<file path="src/rtl/uart_pkt_pkg.sv">
// Shared types and defaults for the UART packet controller slice.
package uart_pkt_pkg;

  typedef enum logic [2:0] {
    HUNT = 3'd0,
    CMD  = 3'd1,
    LEN  = 3'd2,
    PAY  = 3'd3,
    CSUM = 3'd4,
    DISP = 3'd5,
    RESP = 3'd6
  } state_e;

  typedef enum logic [1:0] {
    ERR_NONE = 2'd0,
    ERR_CSUM = 2'd1,
    ERR_LEN  = 2'd2,
    ERR_TMO  = 2'd3
  } err_e;

  localparam logic [7:0] DEF_SYNC = 8'hAA;
  localparam logic [7:0] DEF_ACK  = 8'h06;
  localparam logic [7:0] DEF_NAK  = 8'h15;

endpackage

</file>
<file path="src/rtl/uart_pkt_buf.sv">
// Payload buffer: MAX_LEN x 8 register array, one write port, registered read port.
module uart_pkt_buf #(
  parameter int unsigned MAX_LEN = 64,
  parameter int unsigned AW      = 6
) (
  input  logic          clk,
  input  logic          rst_n,
  input  logic          we_i,
  input  logic [AW-1:0] waddr_i,
  input  logic [7:0]    wdata_i,
  input  logic [AW-1:0] raddr_i,
  output logic [7:0]    rdata_o
);

  logic [7:0] mem_q [MAX_LEN];
  logic [7:0] rdata_q;

  always_ff @(posedge clk) begin
    if (we_i && (32'(waddr_i) < MAX_LEN)) begin
      mem_q[waddr_i] <= wdata_i;
    end
  end

  // Out-of-range reads return zero rather than aliasing into the array.
  always_ff @(posedge clk or negedge rst_n) begin
    if (!rst_n) begin
      rdata_q <= '0;
    end else if (32'(raddr_i) < MAX_LEN) begin
      rdata_q <= mem_q[raddr_i];
    end else begin
      rdata_q <= '0;
    end
  end

  assign rdata_o = rdata_q;

endmodule

</file>
<file path="src/rtl/uart_pkt_ctrl.sv">
// Packet framer/validator between uart_core bytes and the command consumer,
// answering each packet with a single ACK or NAK byte.
module uart_pkt_ctrl
  import uart_pkt_pkg::*;
#(
  parameter int unsigned MAX_LEN   = 64,
  parameter logic [7:0]  SYNC_BYTE = DEF_SYNC,
  parameter logic [7:0]  ACK_BYTE  = DEF_ACK,
  parameter logic [7:0]  NAK_BYTE  = DEF_NAK,
  parameter int unsigned TMO_CYC   = 100000
) (
  input  logic       CLK,
  input  logic       rst_n,
  input  logic [7:0] rx_data,
  input  logic       rx_valid,
  output logic [7:0] tx_data,
  output logic       tx_valid,
  input  logic       tx_ready,
  output logic       cmd_valid,
  input  logic       cmd_ready,
  output logic [7:0] cmd_op,
  output logic [6:0] cmd_len,
  input  logic [5:0] rd_addr,
  output logic [7:0] rd_data,
  output logic [1:0] last_err,
  output logic       rx_drop
);

  localparam int unsigned TW = $clog2(TMO_CYC + 1);

  state_e        state_q, state_d;
  err_e          err_q,   err_d;
  logic [7:0]    sum_q,   sum_d;
  logic [6:0]    idx_q,   idx_d;
  logic [TW-1:0] tmo_q,   tmo_d;
  logic [7:0]    op_q,    op_d;
  logic [6:0]    len_q,   len_d;
  logic [7:0]    txd_q,   txd_d;
  logic          txv_q,   txv_d;
  logic          cv_q,    cv_d;
  logic          drop_q,  drop_d;
  logic          buf_we;
  logic          in_pkt;

  assign in_pkt = (state_q == CMD) || (state_q == LEN) ||
                  (state_q == PAY) || (state_q == CSUM);

  always_comb begin
    state_d = state_q;
    err_d   = err_q;
    sum_d   = sum_q;
    idx_d   = idx_q;
    op_d    = op_q;
    len_d   = len_q;
    txd_d   = txd_q;
    txv_d   = txv_q;
    cv_d    = cv_q;
    drop_d  = 1'b0;
    buf_we  = 1'b0;
    tmo_d   = '0;

    if (in_pkt && !rx_valid) begin
      tmo_d = tmo_q + TW'(1);
    end

    unique case (state_q)
      HUNT: begin
        if (rx_valid && (rx_data == SYNC_BYTE)) begin
          sum_d   = SYNC_BYTE;
          state_d = CMD;
        end
      end
      CMD: begin
        if (rx_valid) begin
          op_d    = rx_data;
          sum_d   = sum_q + rx_data;
          state_d = LEN;
        end
      end
      LEN: begin
        if (rx_valid) begin
          if (32'(rx_data) > MAX_LEN) begin
            err_d   = ERR_LEN;
            txd_d   = NAK_BYTE;
            txv_d   = 1'b1;
            state_d = RESP;
          end else begin
            len_d   = rx_data[6:0];
            sum_d   = sum_q + rx_data;
            idx_d   = '0;
            state_d = (rx_data == 8'd0) ? CSUM : PAY;
          end
        end
      end
      PAY: begin
        if (rx_valid) begin
          buf_we = 1'b1;
          sum_d  = sum_q + rx_data;
          idx_d  = idx_q + 7'd1;
          if ((idx_q + 7'd1) == len_q) begin
            state_d = CSUM;
          end
        end
      end
      CSUM: begin
        if (rx_valid) begin
          if (rx_data == sum_q) begin
            err_d   = ERR_NONE;
            cv_d    = 1'b1;
            state_d = DISP;
          end else begin
            err_d   = ERR_CSUM;
            txd_d   = NAK_BYTE;
            txv_d   = 1'b1;
            state_d = RESP;
          end
        end
      end
      DISP: begin
        drop_d = rx_valid;
        if (cv_q && cmd_ready) begin
          cv_d    = 1'b0;
          txd_d   = ACK_BYTE;
          txv_d   = 1'b1;
          state_d = RESP;
        end
      end
      RESP: begin
        drop_d = rx_valid;
        if (txv_q && tx_ready) begin
          txv_d   = 1'b0;
          state_d = HUNT;
        end
      end
      default: state_d = HUNT;
    endcase

    // A byte landing on the terminal count takes priority over the timeout.
    if (in_pkt && !rx_valid && (tmo_q == TW'(TMO_CYC))) begin
      err_d   = ERR_TMO;
      txd_d   = NAK_BYTE;
      txv_d   = 1'b1;
      tmo_d   = '0;
      state_d = RESP;
    end
  end

  always_ff @(posedge CLK or negedge rst_n) begin
    if (!rst_n) begin
      state_q <= HUNT;
      err_q   <= ERR_NONE;
      sum_q   <= '0;
      idx_q   <= '0;
      tmo_q   <= '0;
      op_q    <= '0;
      len_q   <= '0;
      txd_q   <= '0;
      txv_q   <= 1'b0;
      cv_q    <= 1'b0;
      drop_q  <= 1'b0;
    end else begin
      state_q <= state_d;
      err_q   <= err_d;
      sum_q   <= sum_d;
      idx_q   <= idx_d;
      tmo_q   <= tmo_d;
      op_q    <= op_d;
      len_q   <= len_d;
      txd_q   <= txd_d;
      txv_q   <= txv_d;
      cv_q    <= cv_d;
      drop_q  <= drop_d;
    end
  end

  uart_pkt_buf #(
    .MAX_LEN (MAX_LEN),
    .AW      (6)
  ) u_buf (
    .clk     (CLK),
    .rst_n   (rst_n),
    .we_i    (buf_we),
    .waddr_i (idx_q[5:0]),
    .wdata_i (rx_data),
    .raddr_i (rd_addr),
    .rdata_o (rd_data)
  );

  assign tx_data   = txd_q;
  assign tx_valid  = txv_q;
  assign cmd_valid = cv_q;
  assign cmd_op    = op_q;
  assign cmd_len   = len_q;
  assign last_err  = err_q;
  assign rx_drop   = drop_q;

endmodule

</file>
<file path="config.mk">
export PLATFORM = sky130hd
export DESIGN_NAME = uart_pkt_ctrl
export DESIGN_NICKNAME = d
export VERILOG_FILES = /design/src/rtl/uart_pkt_pkg.sv /design/src/rtl/uart_pkt_buf.sv /design/src/rtl/uart_pkt_ctrl.sv
export SDC_FILE = /design/constraint.sdc
export NUM_CORES = 1
export LEC_CHECK = 0
export CORE_MARGIN = 2
export CORE_UTILIZATION = 40
export DETAILED_ROUTE_END_ITERATION = 6
export PLACE_DENSITY = 0.59
export SKIP_CTS_REPAIR_TIMING = 1
export SYNTH_ARGS = -nofsm -noshare
export SYNTH_HDL_FRONTEND = slang
export SYNTH_SLANG_ARGS = --single-unit
</file>
<file path="constraint.sdc">
create_clock -name CLK -period 3.4 [get_ports CLK]
set_clock_uncertainty 0.05 [all_clocks]
set_input_delay 0.68 -clock CLK [delete_from_list [all_inputs] [get_ports CLK]]
set_output_delay 0.68 -clock CLK [all_outputs]
set_load 0.05 [all_outputs]
</file>
==> results summary <==
The flow ran to the end, and the final reports show no timing, DRC or antenna violations. The sequential share of power is 47.3%. For this run, asynchronously set or reset flops after synthesis account for 11.4%. The worst hold path belongs to the class primary input to asynchronous set/reset pin. The final-report setup violation count is 0. Combinational logic is responsible for 14.4% of the overall power.

The number of nets with antenna violations after routing came out at 0. The worst slew margin relative to its limit came out at between 30% and 40%. A synthesized cell averages between 15 and 20 sq um.

The fraction of power consumed by the clock network came out at around two fifths. The number of enable-type register cells in the synthesized netlist is slightly above 500. The fraction of power spent switching nets came out at between 20% and 30%. The fill cell instance count of the final layout came out at ~4,800. The final instance count without filler cells is 2,170. The initial cell density of the core is 40.4%.

The sequential share of the synthesized area is between 70% and 80%. The synthesis warning total came out at 0. The number of nets in the layout came out at around 1,400. The share of the synthesized area in the top cell type came out at around two thirds. The internal power is 12.8 mW. The TritonCTS sink count is between 500 and 600. The type of the worst setup path is flip-flop to output port. The die covers ~60,000 sq um.

The total half-perimeter wirelength after legalization and detailed placement came out at approximately 35,000 microns. The number of buffer and inverter instances along the worst setup path came out at 1. The total routing resource utilization after global routing came out at a little under a fifth. The quantity of I/O buffers inserted on ports came out at 50. The total power per unit cell area came out at 636 nW/um^2. The endpoint arrival time on the critical path is approximately 1.9 ns.

The buffer depth of the longest clock path came out at 3. Including well taps, the total number of placed cells is around 2,100. The row count is 88. The biggest cell delay along the critical path came out at roughly 0.85 ns. The commonest register cell after synthesis is sky130_fd_sc_hd__edfxtp_1. The maximum number of pins on one net before global-route repair is 67. The type of element launching the critical path is a flip-flop. The floorplan core area came out at 57,500 sq um. The average wire per cell in the routed design came out at 25.4 microns.

The number of global-route vias before repair came out at 12,200. After detailed routing, the number of remaining DRC violations is 0. Routability-driven placement finished with a final weighted congestion of approximately 0.8. The depth of the CTS H-tree is 2. The total congestion overflow came out at 0. Summed over all failing endpoints, the final setup total negative slack is 0 ns. The initial antenna violation count came out at 5. The biggest area contributor in the post-synthesis netlist is sky130_fd_sc_hd__edfxtp_1. The number of max-cap violations came out at 0. TritonCTS built the clock tree. The most frequent cell after synthesis is sky130_fd_sc_hd__edfxtp_1. The number of DRC markers after the initial detailed-route iteration is 1,063. The first global-routing pass estimated ~80,000 microns of wire. The number of placed I/O pins is 55.

By area the synthesized netlist is led by sky130_fd_sc_hd__edfxtp_1 66%, sky130_fd_sc_hd__mux4_2 15%, sky130_fd_sc_hd__dfrtp_1 7.1%, sky130_fd_sc_hd__nor2_1 1.9%, sky130_fd_sc_hd__mux2_2 0.97%. The final critical-path required period came out at approximately 2.7 ns. The post-placement setup slack came out at around 0.22 ns. The family with the most delay on the worst path is buffers and inverters. The width of the chip came out at 245 microns. The slowest stage of the critical path belongs to the cell sky130_fd_sc_hd__clkdlybuf4s50_1.

Across the whole layout, storage elements account for around 17,000 sq um. The antenna diode instance count is 0. The die boundary height came out at roughly 240 microns.

Across all hold checks on the routed design, the worst slack comes to around 0.12 ns. The number of hold-slack violations in the final timing report is 0. The latest clock arrival within the worst-skew pair came out at 0.64 ns. The post-synthesis instance area came out at 23,200 sq um. The core occupancy in the finished layout came out at 47.4%. The required time of the critical path came out at roughly 2.7 ns. Counting every instance in the synthesized netlist gives between 1,000 and 1,500.

The number of detailed-route iterations in the first pass is 5. The total via count after detailed routing is 12,000. The worst setup path is captured at an output port. The number of flip-flops and latches in the synthesized netlist is a little under 600. The via density per instance came out at between 5 and 6. The final clock period utilization by the worst path is 78.1%. The multi-input combinational cells in the finished layout cover a total of 5840 sq um. In this run the static leakage power is ~9.1 nW. The post-layout worst setup margin came out at around 0.74 ns.

The clock-pin slew on the worst setup and hold paths is 0.06 ns. The master cell of the clock root buffer is sky130_fd_sc_hd__clkbuf_16. The number of distinct library cells after synthesis is a little over 60. The post-layout instance area is roughly 27,000 sq um. After synthesis, the most frequently instantiated cells are 512 x sky130_fd_sc_hd__edfxtp_1, 154 x sky130_fd_sc_hd__mux4_2, 116 x sky130_fd_sc_hd__nor2_1. Derived from the worst setup path, the maximum achievable clock frequency is ~380 MHz. For the pin with the worst max-slew slack, the measured transition is 0.907 ns. The instance area at placement came out at between 20,000 and 30,000 sq um. The critical path goes through clkdlybuf4s50_1. TritonCTS created 59 clock buffers.

The worst voltage drop across the vdd grid is 496 uV. In this run the power spent charging and discharging nets is about 4.5 mW. The maximum fanout along the worst path came out at 3. For this block, the routed nets add up to ~55,000 microns of wire. Setup repair after global routing left no endpoint under its margin. Summing internal, switching and leakage power gives 17.3 mW. The max-slew violation total from the final report is 0. The share of post-route cells with drive strength above 1 is 28.2%. The area added between synthesis and finish came out at 17.6%.
==> placed cells by master (no fill, tap or decap), types with 9 or more instances in the layout <==
cell type / netlist / routed
sky130_fd_sc_hd__clkbuf_1: 34 / 15
sky130_fd_sc_hd__edfxtp_1: 512 / 512
sky130_fd_sc_hd__xor2_1: 15 / 15
sky130_fd_sc_hd__mux4_2: 154 / 154
sky130_fd_sc_hd__clkinv_2: 0 / 14
sky130_fd_sc_hd__clkdlybuf4s50_1: 0 / 38
sky130_fd_sc_hd__buf_2: 12 / 9
sky130_fd_sc_hd__o22ai_1: 13 / 13
sky130_fd_sc_hd__nand2_1: 27 / 27
sky130_fd_sc_hd__buf_4: 7 / 106
sky130_fd_sc_hd__mux2_2: 20 / 20
sky130_fd_sc_hd__and3_1: 11 / 11
sky130_fd_sc_hd__clkbuf_16: 0 / 59
sky130_fd_sc_hd__o21ai_0: 19 / 19
sky130_fd_sc_hd__nand2b_1: 9 / 9
sky130_fd_sc_hd__inv_1: 13 / 13
sky130_fd_sc_hd__nor2_1: 116 / 116
sky130_fd_sc_hd__dfrtp_1: 66 / 66
sky130_fd_sc_hd__ha_1: 10 / 10
sky130_fd_sc_hd__a21oi_1: 15 / 15
sky130_fd_sc_hd__nand3_1: 21 / 21
sky130_fd_sc_hd__xnor2_1: 13 / 13
sky130_fd_sc_hd__nor3_1: 9 / 9
==> kinds of logic after synthesis <==
| group | count (synthesis) | share of synthesized area (%) |
|---|---|---|
| AO/OA/AOI/OAI | 91 | 2.70 |
| XOR/XNOR | 28 | 1.06 |
| adder cells (fa/ha/maj) | 11 | 0.626 |
| buffers and inverters | 75 | 1.49 |
| flip-flops | 578 | 73.4 |
| multiplexers | 178 | 16.1 |
| other | 1 | 0.0162 |
| AND/OR/NAND/NOR | 229 | 4.62 |
==> layout make-up <==
class	instances	share of cell area [%]
tap	765	3.51
sequential	578	62.4
timing repair buffer	162	5.12
inverter	13	0.179
clock inverter	34	1.58
multi-input combinational	541	21.4
clock buffer	77	5.77
==> final timing paths <==
check | startpoint | slack, ns | cells after the start | endpoint
worst max-delay path | cmd_len[1]$_DFFE_PN0P_ | 0.74 | 1 | cmd_len[1]
worst min-delay path | rst_n | 0.12 | 1 | tmo_q[8]$_DFF_PN0_
worst max register to register | idx_q[0]$_DFFE_PN0P_ | 0.77 | 7 | state_q[2]$_DFFE_PN0P_
worst min register to register | tx_data[2]$_DFFE_PN0P_ | 0.42 | 1 | tx_data[2]$_DFFE_PN0P_
max in group asynchronous | rst_n | 2.55 | 1 | cmd_len[5]$_DFFE_PN0P_
min in group CLK | rx_data[2] | 0.38 | 2 | cmd_op[2]$_DFFE_PN0P_
==> sequential cells by signal (all words and copies together), names as in the netlist <==
signal         count
cmd_len            7
tmo_q             17
state_q            3
sum_q              8
tx_valid           1
u_buf.rdata_o      8
u_buf.mem_q      512
tx_data            3
last_err           2
idx_q              7
cmd_op             8
cmd_valid          1
rx_drop            1
==> routing by layer <==
metal	GRT usage, %	part of all wire (%)	vias up	routed length, microns
met5	0	0.062	-	34
met4	5.51	2.6	6	1410
met3	3.46	6.9	87	3790
met2	29.5	47	434	26000
met1	26.9	43	6367	23900
li1	-	-	5149	-
==> power groups by stage <==
stage	logic, mW	registers, mW	clock network, mW
after global placement	2.48	8.34	0
after global routing	2.70	8.23	7.04
after CTS	2.52	8.20	6.79
final	2.49	8.20	6.65
after floorplan	1.25	8.72	0
after detailed placement	2.51	8.34	0
Note: power is estimated with default switching activity, not from simulation.
